**src/rtl/mem_port_arb_pkg.sv**
```systemverilog
// Shared definitions for the memory-port arbiter: memory bus widths,
// the single-beat burst constant and a ceil-log2 helper for id/count widths.
package mem_port_arb_pkg;

  localparam int          MEM_ADDR_W  = 32;
  localparam int          MEM_DATA_W  = 32;
  localparam logic [31:0] MEM_BURST_1 = 32'd1;

  // Smallest width able to index 'value' entries (never below 1).
  function automatic int log2(input int value);
    int result;
    result = 1;
    for (int i = 1; i < 31; i++) begin
      if ((32'sd1 <<< i) < value) begin
        result = i + 1;
      end else begin
        result = result;
      end
    end
    return result;
  endfunction

endpackage

```
**src/rtl/mem_port_arb_tag_fifo.sv**
```systemverilog
// In-order FIFO of client ids for reads in flight. Pointers are
// power-of-two sized so they wrap naturally; count is the registered fill.
module arb_tag_fifo
  import mem_port_arb_pkg::*;
#(
  parameter  int WIDTH = 2,
  parameter  int DEPTH = 16,
  localparam int PTR_W = log2(DEPTH),
  localparam int CNT_W = log2(DEPTH + 1)
) (
  input  logic             clk,
  input  logic             rst,
  input  logic             push,
  input  logic             pop,
  input  logic [WIDTH-1:0] din,
  output logic [WIDTH-1:0] dout,
  output logic             empty,
  output logic             full,
  output logic [CNT_W-1:0] count
);

  logic [WIDTH-1:0] mem_r [DEPTH];
  logic [PTR_W-1:0] wr_ptr_r;
  logic [PTR_W-1:0] rd_ptr_r;
  logic [CNT_W-1:0] count_r;
  logic             do_push_s;
  logic             do_pop_s;

  assign empty     = (count_r == {CNT_W{1'b0}});
  assign full      = (count_r == CNT_W'(DEPTH));
  assign count     = count_r;
  assign dout      = mem_r[rd_ptr_r];
  assign do_push_s = push & ~full;
  assign do_pop_s  = pop & ~empty;

  // Storage write; no reset needed since entries are only read when counted.
  always_ff @(posedge clk) begin
    if (do_push_s) begin
      mem_r[wr_ptr_r] <= din;
    end
  end

  // Pointer and occupancy bookkeeping; push+pop leaves the count unchanged.
  always_ff @(posedge clk or posedge rst) begin
    if (rst) begin
      wr_ptr_r <= {PTR_W{1'b0}};
      rd_ptr_r <= {PTR_W{1'b0}};
      count_r  <= {CNT_W{1'b0}};
    end else begin
      if (do_push_s) wr_ptr_r <= wr_ptr_r + 1'b1;
      if (do_pop_s)  rd_ptr_r <= rd_ptr_r + 1'b1;
      case ({do_push_s, do_pop_s})
        2'b10:   count_r <= count_r + 1'b1;
        2'b01:   count_r <= count_r - 1'b1;
        default: count_r <= count_r;
      endcase
    end
  end

endmodule

```
**src/rtl/mem_port_arb.sv**
```systemverilog
// Round-robin arbiter sharing one single-beat memory port among several
// memory controllers. Reads are tagged in order so responses return to
// the client that issued them; writes bypass the tag FIFO entirely.
module mem_port_arb
  import mem_port_arb_pkg::*;
#(
  parameter  int NUM_CLIENTS = 4,
  parameter  int ADDR_WIDTH  = MEM_ADDR_W,
  parameter  int DATA_WIDTH  = MEM_DATA_W,
  parameter  int TAG_DEPTH   = 16,
  localparam int CID_W       = log2(NUM_CLIENTS),
  localparam int CNT_W       = log2(TAG_DEPTH + 1)
) (
  input  logic                              aclk,
  input  logic                              arst,
  input  logic [NUM_CLIENTS-1:0]            cl_req_din,
  output logic [NUM_CLIENTS-1:0]            cl_req_full_n,
  input  logic [NUM_CLIENTS-1:0]            cl_req_write,
  input  logic [NUM_CLIENTS*ADDR_WIDTH-1:0] cl_address,
  input  logic [NUM_CLIENTS*DATA_WIDTH-1:0] cl_dataout,
  input  logic [NUM_CLIENTS*32-1:0]         cl_size,
  output logic [NUM_CLIENTS-1:0]            cl_rsp_empty_n,
  input  logic [NUM_CLIENTS-1:0]            cl_rsp_read,
  output logic [DATA_WIDTH-1:0]             cl_datain,
  output logic                              mem_req_din,
  input  logic                              mem_req_full_n,
  output logic                              mem_req_write,
  output logic [ADDR_WIDTH-1:0]             mem_address,
  output logic [DATA_WIDTH-1:0]             mem_dataout,
  output logic [31:0]                       mem_size,
  input  logic                              mem_rsp_empty_n,
  output logic                              mem_rsp_read,
  input  logic [DATA_WIDTH-1:0]             mem_datain,
  output logic [CNT_W-1:0]                  outstanding
);

  logic [CID_W-1:0]       rr_ptr_r;
  logic [NUM_CLIENTS-1:0] eligible_s;
  logic [CID_W-1:0]       gnt_s;
  logic                   any_elig_s;
  logic                   accept_s;
  logic                   push_s;
  logic [CID_W-1:0]       head_s;
  logic                   tag_empty_s;
  logic                   tag_full_s;

  // tag_full comes from the registered count, keeping cl_rsp_read off the request path.
  assign eligible_s = cl_req_din & (cl_req_write | {NUM_CLIENTS{~tag_full_s}});
  assign accept_s   = mem_req_din & mem_req_full_n;
  assign push_s     = accept_s & ~mem_req_write;
  assign cl_datain  = mem_datain;

  // Round-robin search: first eligible client at or above rr_ptr, wrapping.
  always_comb begin
    int cand;
    gnt_s      = rr_ptr_r;
    any_elig_s = 1'b0;
    for (int k = 0; k < NUM_CLIENTS; k++) begin
      cand = int'(rr_ptr_r) + k;
      if (cand >= NUM_CLIENTS) begin
        cand = cand - NUM_CLIENTS;
      end else begin
        cand = cand;
      end
      if (!any_elig_s && eligible_s[cand]) begin
        gnt_s      = cand[CID_W-1:0];
        any_elig_s = 1'b1;
      end else begin
        any_elig_s = any_elig_s;
      end
    end
  end

  // Request mux toward memory and the per-client accept strobe.
  always_comb begin
    int gi;
    gi            = int'(gnt_s);
    cl_req_full_n = {NUM_CLIENTS{1'b0}};
    if (any_elig_s && !arst) begin
      mem_req_din       = 1'b1;
      mem_req_write     = cl_req_write[gi];
      mem_address       = cl_address[gi*ADDR_WIDTH +: ADDR_WIDTH];
      mem_dataout       = cl_dataout[gi*DATA_WIDTH +: DATA_WIDTH];
      mem_size          = cl_size[gi*32 +: 32];
      cl_req_full_n[gi] = mem_req_full_n;
    end else begin
      mem_req_din   = 1'b0;
      mem_req_write = 1'b0;
      mem_address   = {ADDR_WIDTH{1'b0}};
      mem_dataout   = {DATA_WIDTH{1'b0}};
      mem_size      = 32'd0;
    end
  end

  // Response steering to the client at the head of the tag FIFO.
  always_comb begin
    cl_rsp_empty_n = {NUM_CLIENTS{1'b0}};
    if (!tag_empty_s && !arst) begin
      cl_rsp_empty_n[head_s] = mem_rsp_empty_n;
      mem_rsp_read           = cl_rsp_read[head_s] & mem_rsp_empty_n;
    end else begin
      mem_rsp_read = 1'b0;
    end
  end

  // Advance the round-robin pointer past the client just accepted.
  always_ff @(posedge aclk or posedge arst) begin
    if (arst) begin
      rr_ptr_r <= {CID_W{1'b0}};
    end else if (accept_s) begin
      if (gnt_s == CID_W'(NUM_CLIENTS - 1)) begin
        rr_ptr_r <= {CID_W{1'b0}};
      end else begin
        rr_ptr_r <= gnt_s + 1'b1;
      end
    end
  end

  arb_tag_fifo #(
    .WIDTH (CID_W),
    .DEPTH (TAG_DEPTH)
  ) u_tag_fifo (
    .clk   (aclk),
    .rst   (arst),
    .push  (push_s),
    .pop   (mem_rsp_read),
    .din   (gnt_s),
    .dout  (head_s),
    .empty (tag_empty_s),
    .full  (tag_full_s),
    .count (outstanding)
  );

endmodule
```
**config.mk**
```make
export PLATFORM = sky130hd
export DESIGN_NAME = mem_port_arb
export DESIGN_NICKNAME = d
export VERILOG_FILES = /design/src/rtl/mem_port_arb_pkg.sv /design/src/rtl/mem_port_arb_tag_fifo.sv /design/src/rtl/mem_port_arb.sv
export SDC_FILE = /design/constraint.sdc
export NUM_CORES = 1
export LEC_CHECK = 0
export CORE_AREA = 5 5 221 223
export CTS_BUF_LIST = sky130_fd_sc_hd__clkbuf_16
export DETAILED_ROUTE_END_ITERATION = 8
export DIE_AREA = 0 0 226 228
export SYNTH_ARGS = -nofsm -noshare
export SYNTH_HDL_FRONTEND = slang
export SYNTH_SLANG_ARGS = --single-unit
```
**constraint.sdc**
```tcl
create_clock -name aclk -period 4.2 [get_ports aclk]
set_input_delay 0.84 -clock aclk [delete_from_list [all_inputs] [get_ports aclk]]
set_output_delay 0.84 -clock aclk [all_outputs]
set_load 0.005 [all_outputs]
```
### After elaboration in Yosys (flattened, before gate mapping)

Memory sizes are Yosys's and may differ from the RTL's.
Index checks and enable logic that the tools add are counted.

* register bits: 15
* latch bits: 0
* bits in writable memories: 32
* memory bits (read-only): 0
* input bits: 432
* output and inout bits: 144
* memories kept: 1

Memory list
* u_tag_fifo.mem_r: words 16, bits a word 2, read ports 1, clocked after Yosys merged registers in 0, write ports 1, line mem_port_arb_tag_fifo.sv:22 `logic [WIDTH-1:0] mem_r [DEPTH];`

* $add $sub $neg: 12
* multiply operators: 0
* div/mod/pow operators: 0
* magnitude comparators: 12
* equality and inequality tests: 4
* shifts and indexed selects: 3
* muxes and demuxes: 44
* bitwise operators: 12
* reductions and logical operators: 14

Operator list (number)
* $shiftx 128x8->32: 3
* $mux 32: 7
* $lt 32x4->1 const B: 4
* $mux 1: 21
* $and 4x4->4: 3
* $bmux 1 s2: 6
* $sub 3x3->4 const B: 3
* $mux 2: 5
* $pmux 5 s2: 1
* $ge 3x3->1 const B: 3
* $add 4x1->4 const B: 2
* $mux 4: 2
* $logic_and 1x1->1: 7
* $add 2x2->3 const B: 2
* $lt 2x3->1 const B: 2
* $add 5x1->5 const B: 1
* $and 1x1->1: 5
* $eq 5x5->1 const B: 1
* $logic_not 1->1: 5
* $logic_not 5->1: 1
* $sub 5x1->5 const B: 1
* $demux 1 s2: 2
* $eq 2x2->1 const B: 2
* $ge 2x1->1 const B: 2
* 8 further kinds: 10

### Depth between registers and ports, before layout

* depth in word-level cells: 25
* depth in mapped cells: 19
* gate-level depth less buffers: 17

### By module

A second synthesis with hierarchy kept.

* cell total of the unflattened synthesis: 578
* area, all modules: 5674.2 µm²

Modules (own cells, without submodules)
* mem_port_arb: instances 1, cells an instance 422, area an instance 3553.4 µm²
* arb_tag_fifo: instances 1, cells an instance 156, area an instance 2120.8 µm²

### Worst setup path after synthesis

Ideal clock, no wire load.

* path kind: flip-flop to flip-flop
* from: register u_tag_fifo.count_r[1] (netlist: u_tag_fifo.count[1])
* to: register u_tag_fifo.count_r[4] (netlist: u_tag_fifo.count[4])
* setup time: 0.123 ns
* data arrival time: 3.779 ns
* setup slack: 0.298 ns
* stages on the path, launching flop included: 20
* buffers on the path: 2
* cells stage by stage: dfrtp_1 > or3_1 > buf_2 > o31ai_4 > a311oi_2 > nor3_4 > inv_4 > o2111ai_1 > nand2_1 > buf_2 > inv_2 > ha_1 > inv_1 > fa_1 > inv_1 > a21o_1 > a21oi_1 > xnor2_1 > nor2_1 > xnor2_1

* word-level cells in the longest chain between the ends: 25

Ends and longest elaborated chain
* start, declared: line mem_port_arb_tag_fifo.sv:25 `logic [CNT_W-1:0] count_r;`
* start signal, assigned: line mem_port_arb_tag_fifo.sv:48 `count_r <= {CNT_W{1'b0}};`
* start signal, assigned: line mem_port_arb_tag_fifo.sv:53 `2'b10: count_r <= count_r + 1'b1;`
* start signal, assigned: line mem_port_arb_tag_fifo.sv:54 `2'b01: count_r <= count_r - 1'b1;`
* $eq 5x5->1 (*): line mem_port_arb_tag_fifo.sv:30 `assign full = (count_r == CNT_W'(DEPTH));`
* $not 1->1 (*): line mem_port_arb.sv:48 `assign eligible_s = cl_req_din & (cl_req_write | {NUM_CLIENTS{~tag_full_s}});`
* $or 4x4->4 (*): line mem_port_arb.sv:48
* $and 4x4->4 (*): line mem_port_arb.sv:48
* $bmux 1 s2: line mem_port_arb.sv:65 `if (!any_elig_s && eligible_s[cand]) begin`
* $mux 1 (implied by the code) (2 in a row): line mem_port_arb.sv:65
* $mux 1: line mem_port_arb.sv:65
* $logic_not 1->1: line mem_port_arb.sv:65
* (+8 left out)
* via gnt_s[0]: line mem_port_arb.sv:39 `logic [CID_W-1:0] gnt_s;`
* $bmux 1 s2 (*): line mem_port_arb.sv:81 `mem_req_write = cl_req_write[gi];`
* $mux 1 (implied by the code) (*): line mem_port_arb.sv:81
* $mux 1 (*): line mem_port_arb.sv:79 `if (any_elig_s && !arst) begin`
* $not 1->1 (*): line mem_port_arb.sv:50 `assign push_s = accept_s & ~mem_req_write;`
* $and 1x1->1 (*): line mem_port_arb.sv:50
* $and 1x1->1 (*): line mem_port_arb_tag_fifo.sv:33 `assign do_push_s = push & ~full;`
* $eq 2x1->1 or $eq 2x2->1 (tied branches): line mem_port_arb_tag_fifo.sv:52 `case ({do_push_s, do_pop_s})`
* $pmux 5 s2 or $reduce_bool 2->1 (tied branches)

Mark *: on every way through the listed nets, which the timed path passes. The rest lies on a longest branch. The select of a mux whose other input is x is not followed.
A chain may end at the register's enable or synchronous reset.

### Worst setup path after layout

* from: register u_tag_fifo.count_r[3] (netlist: u_tag_fifo.count[3])
* to: output port mem_address[17]

* word-level cells in the longest chain between the ends: 19

Ends and longest elaborated chain
* $eq 5x5->1 (*): line mem_port_arb_tag_fifo.sv:30
* $not 1->1 (*): line mem_port_arb.sv:48
* $or 4x4->4 (*): line mem_port_arb.sv:48
* $and 4x4->4 (*): line mem_port_arb.sv:48
* $bmux 1 s2: line mem_port_arb.sv:65
* $mux 1 (implied by the code) (2 in a row): line mem_port_arb.sv:65
* $mux 1: line mem_port_arb.sv:65
* $logic_not 1->1: line mem_port_arb.sv:65
* (+3 left out)
* $logic_and 1x1->1: line mem_port_arb.sv:65
* $mux 1: line mem_port_arb.sv:65
* $logic_not 1->1: line mem_port_arb.sv:65
* $logic_and 1x1->1: line mem_port_arb.sv:65
* $mux 2 (*): line mem_port_arb.sv:65
* via gnt_s[0]: line mem_port_arb.sv:39
* $shiftx 128x8->32 (*): line mem_port_arb.sv:82 `mem_address = cl_address[gi*ADDR_WIDTH +: ADDR_WIDTH];`
* $mux 32 (*): line mem_port_arb.sv:79
* end, declared: line mem_port_arb.sv:28 `output logic [ADDR_WIDTH-1:0] mem_address,`

Marked as above.

==> metrics <==
outcome=completed; maximum number of pins on one net before global-route repair=54; Tightest Pin Transition=0.669 ns; top cell type's share of synthesized area=31.1%; Total Wirelength=41400 um; clock network latency to the later pin of the worst-skew pair=0.29 ns; core area=46400 um^2; Required @ worst endpoint=3.36 ns; number of fill cells in the layout=4812; number of synthesized register bits=47; combinational family with the most area after synthesis=multiplexers; fraction of layout cells with a size suffix above 1=17.2%; RD Place Congestion=0.911; num rows=79; Post-Synth XOR/XNOR Area=1.49%; final instance area=13900 um^2; element type at the critical path start=flip-flop; register share of total power=10.4%; vias in the first global route=8442; wire length of the first global-routing pass=57400 um; post-synthesis compound-gate area fraction=5.59%; maximum clock frequency=239 MHz; Net count, final=1797; leakage=6.65 nW; I/O pin total=576; most used flip-flop cell after synthesis=sky130_fd_sc_hd__edfxtp_1; maximum buffer depth of the clock tree=2; number of enable-type register cells in the synthesized netlist=32; critical path fanouts, max=7; fin crit share=99.5%; largest cells by area after synthesis=sky130_fd_sc_hd__mux2i_1 31%, sky130_fd_sc_hd__edfxtp_1 15%, sky130_fd_sc_hd__nand2_1 12%, sky130_fd_sc_hd__and3_1 11%, sky130_fd_sc_hd__dfrtp_1 5.8%; CTS tree=built; cell accounting for the most synthesized area=sky130_fd_sc_hd__mux2i_1; total of max-cap violations=0; syn nets=1224; Crit Path Class=flip-flop to primary output; clock slew at reported path FFs=0.06 ns; total cell area at the placement stage=12600 um^2; root buf cell=sky130_fd_sc_hd__clkbuf_16; summed instance area of the synthesized netlist=6460 um^2; TritonCTS sink count=47; First DRT Iteration DRCs=383; Layout Skew=0.00964 ns; residual antenna-violating net count after detailed routing=0; sum of overflow across all layers after global routing=0; switching portion of total power=41.2%; overall track demand over capacity in global routing=14.7%; DP HPWL=33100 um; Layout area overhead=115%; Setup-failing EPs final=0; post-synthesis sequential area ratio=20.7%; final design utilization=29.9%; area share of fa/ha/maj cells after synthesis=2.83%; crit end category=primary output; count of warnings emitted by yosys=0; die boundary width=226 um; detailed-route via count=8101; cell count after synthesis=778; total power density per cell area=509 nW/um^2; power dissipated by switching net loads=0.00291 W; simple-gate share of the synthesized area=25.7%; most frequent cells in the layout=403 x sky130_fd_sc_hd__clkdlybuf4s50_1, 200 x sky130_fd_sc_hd__nand2_1, 180 x sky130_fd_sc_hd__mux2i_1, 100 x sky130_fd_sc_hd__and3_1, 99 x sky130_fd_sc_hd__buf_4; post-detailed-route wirelength per cell=21.1 um; share of synthesized flip-flops with an asynchronous set or reset=31.9%; number of antenna violations at the first check in global routing=8; shortest period the worst path allows=4.18 ns; CTS Buf Count=5; Max IR drop VDD=0.367 mV; routed vias/inst=4.13; DR DRC count=0; number of port buffers=511; vertical die dimension=228 um; Combinational Power Share=82.1%; worst rel slew slack=55.4%; clock network fraction of total power=7.4%; internal power=0.00416 W; CTS H-tree lvls=2; class of the worst hold path=flip-flop to flip-flop; RSZ-0062 raised after global routing=true; Total Die Area=51500 um^2; starting utilization of the core area=13.9%; per-instance average area after synthesis=8.31 um^2; final hold vios=0; number of pins exceeding their max-slew limit in the final report=0; First-pass DRT Iterations=5; multiplexer share of the synthesized area=33.4%; distinct cell type count of the synthesized netlist=52; worst path arrival time=3.34 ns; commonest non-fill, non-tap cell in the layout=sky130_fd_sc_hd__clkdlybuf4s50_1
[flip-flops by register name, indices dropped and copies added, names as in the netlist]
name	count
rr_ptr_r	2
u_tag_fifo.count	5
u_tag_fifo.mem_r	32
u_tag_fifo.rd_ptr_r	4
u_tag_fifo.wr_ptr_r	4
[critical path, stage by stage, from the launching register on]
cell and delay (ns):
sky130_fd_sc_hd__dfrtp_1 0.38, sky130_fd_sc_hd__or3_4 0.44, sky130_fd_sc_hd__o31a_1 0.36, sky130_fd_sc_hd__a311oi_2 0.40
sky130_fd_sc_hd__nor3_4 0.07, sky130_fd_sc_hd__buf_6 0.15, sky130_fd_sc_hd__clkinv_8 0.07, sky130_fd_sc_hd__buf_16 0.13
sky130_fd_sc_hd__buf_12 0.10, sky130_fd_sc_hd__buf_8 0.11, sky130_fd_sc_hd__buf_6 0.11, sky130_fd_sc_hd__mux2i_2 0.21
sky130_fd_sc_hd__nand2_1 0.07, sky130_fd_sc_hd__and3_1 0.17, sky130_fd_sc_hd__dlygate4sd2_1 0.26
[metal layers]
layer	vias to the layer above	GRT usage (%)	part of all wire (%)
met4	10	3.92	2.6
met5	-	0	0.21
met2	378	26.2	51
met3	46	3.70	7.2
li1	3878	-	-
met1	3789	17.4	39
[power groups by stage]
stage | registers (W) | clock network, W | logic [W]
after floorplan | 0.000719 | 0 | 0.00250
after global placement | 0.000731 | 0 | 0.00478
after detailed placement | 0.000736 | 0 | 0.00484
after CTS | 0.000728 | 0.000530 | 0.00544
after global routing | 0.000754 | 0.000555 | 0.00624
final | 0.000738 | 0.000527 | 0.00581
[area by class of cell]
cell class	instances	area, um^2	area share [%]
Sequential cell	47	1340	9.63
Clock inverter	3	71.3	0.514
Multi-Input combinational cell	627	4750	34.2
Clock buffer	5	125	0.901
Timing Repair inverter	1	16.3	0.117
Tap cell	607	759	5.47
Inverter	14	77.6	0.559
Timing Repair Buffer	655	6740	48.6
Antenna cell	3	7.51	0.0541
[cells in the mapped netlist (7+ instances only)]
| cell | count |
|---|---|
| sky130_fd_sc_hd__edfxtp_1 | 32 |
| sky130_fd_sc_hd__buf_4 | 36 |
| sky130_fd_sc_hd__and2_1 | 8 |
| sky130_fd_sc_hd__inv_1 | 11 |
| sky130_fd_sc_hd__o21ai_0 | 7 |
| sky130_fd_sc_hd__ha_1 | 13 |
| sky130_fd_sc_hd__a21oi_1 | 7 |
| sky130_fd_sc_hd__buf_2 | 8 |
| sky130_fd_sc_hd__nand2_1 | 202 |
| sky130_fd_sc_hd__and3_1 | 112 |
| sky130_fd_sc_hd__mux2i_1 | 201 |
| sky130_fd_sc_hd__dfrtp_1 | 15 |
| sky130_fd_sc_hd__buf_6 | 17 |
| sky130_fd_sc_hd__buf_1 | 9 |
| sky130_fd_sc_hd__clkbuf_1 | 20 |
[final timing paths]
check                      cells past startpoint  slack, ns                endpoint                    from
setup / recovery                              14       0.02         mem_address[17]     u_tag_fifo.count[3]
hold / removal                                 1       0.54  u_tag_fifo.rd_ptr_r[3]  u_tag_fifo.rd_ptr_r[3]
setup reg to reg                              21       0.26     u_tag_fifo.count[4]     u_tag_fifo.count[3]
hold reg to reg                                1       0.54  u_tag_fifo.rd_ptr_r[3]  u_tag_fifo.rd_ptr_r[3]
max in group asynchronous                      2       2.63             rr_ptr_r[1]                    arst
min in group asynchronous                      2       1.14  u_tag_fifo.rd_ptr_r[0]                    arst
[logic make-up (layout without fill, tap and decap cells)]
logic type	Yosys count	after routing
buffers and inverters	104	678
flip-flops	47	47
adder cells (fa/ha/maj)	14	14
AO/OA/AOI/OAI	46	46
other	0	3
multiplexers	209	209
AND/OR/NAND/NOR	347	347
XOR/XNOR	11	11
[timing repair]
action                                  in CTS  in global routing
endpoints found under the setup margin      99                 97
buffers inserted                            19                 30
pin swaps                                    7                 11
hold buffers                                 0                  0
gates cloned                                 9                  4
resized for setup                          163                 82
[stage by stage]
stage          hold slack, ns  setup TNS, ns  setup WS [ns]  power [W]  instances
2_1_floorplan           0.480              0          0.298    0.00322        778
3_3_place_gp            0.511         -23.61         -0.359    0.00551       1892
3_5_place_dp            0.515         -23.93         -0.367    0.00558       1892
4_1_cts                 0.537          -1.40         -0.136    0.00670       1928
5_1_grt                 0.572         -0.277        -0.0909    0.00754       1960
6_report                0.539              0         0.0204    0.00707       1962
Note: power is estimated with default switching activity, not from simulation.
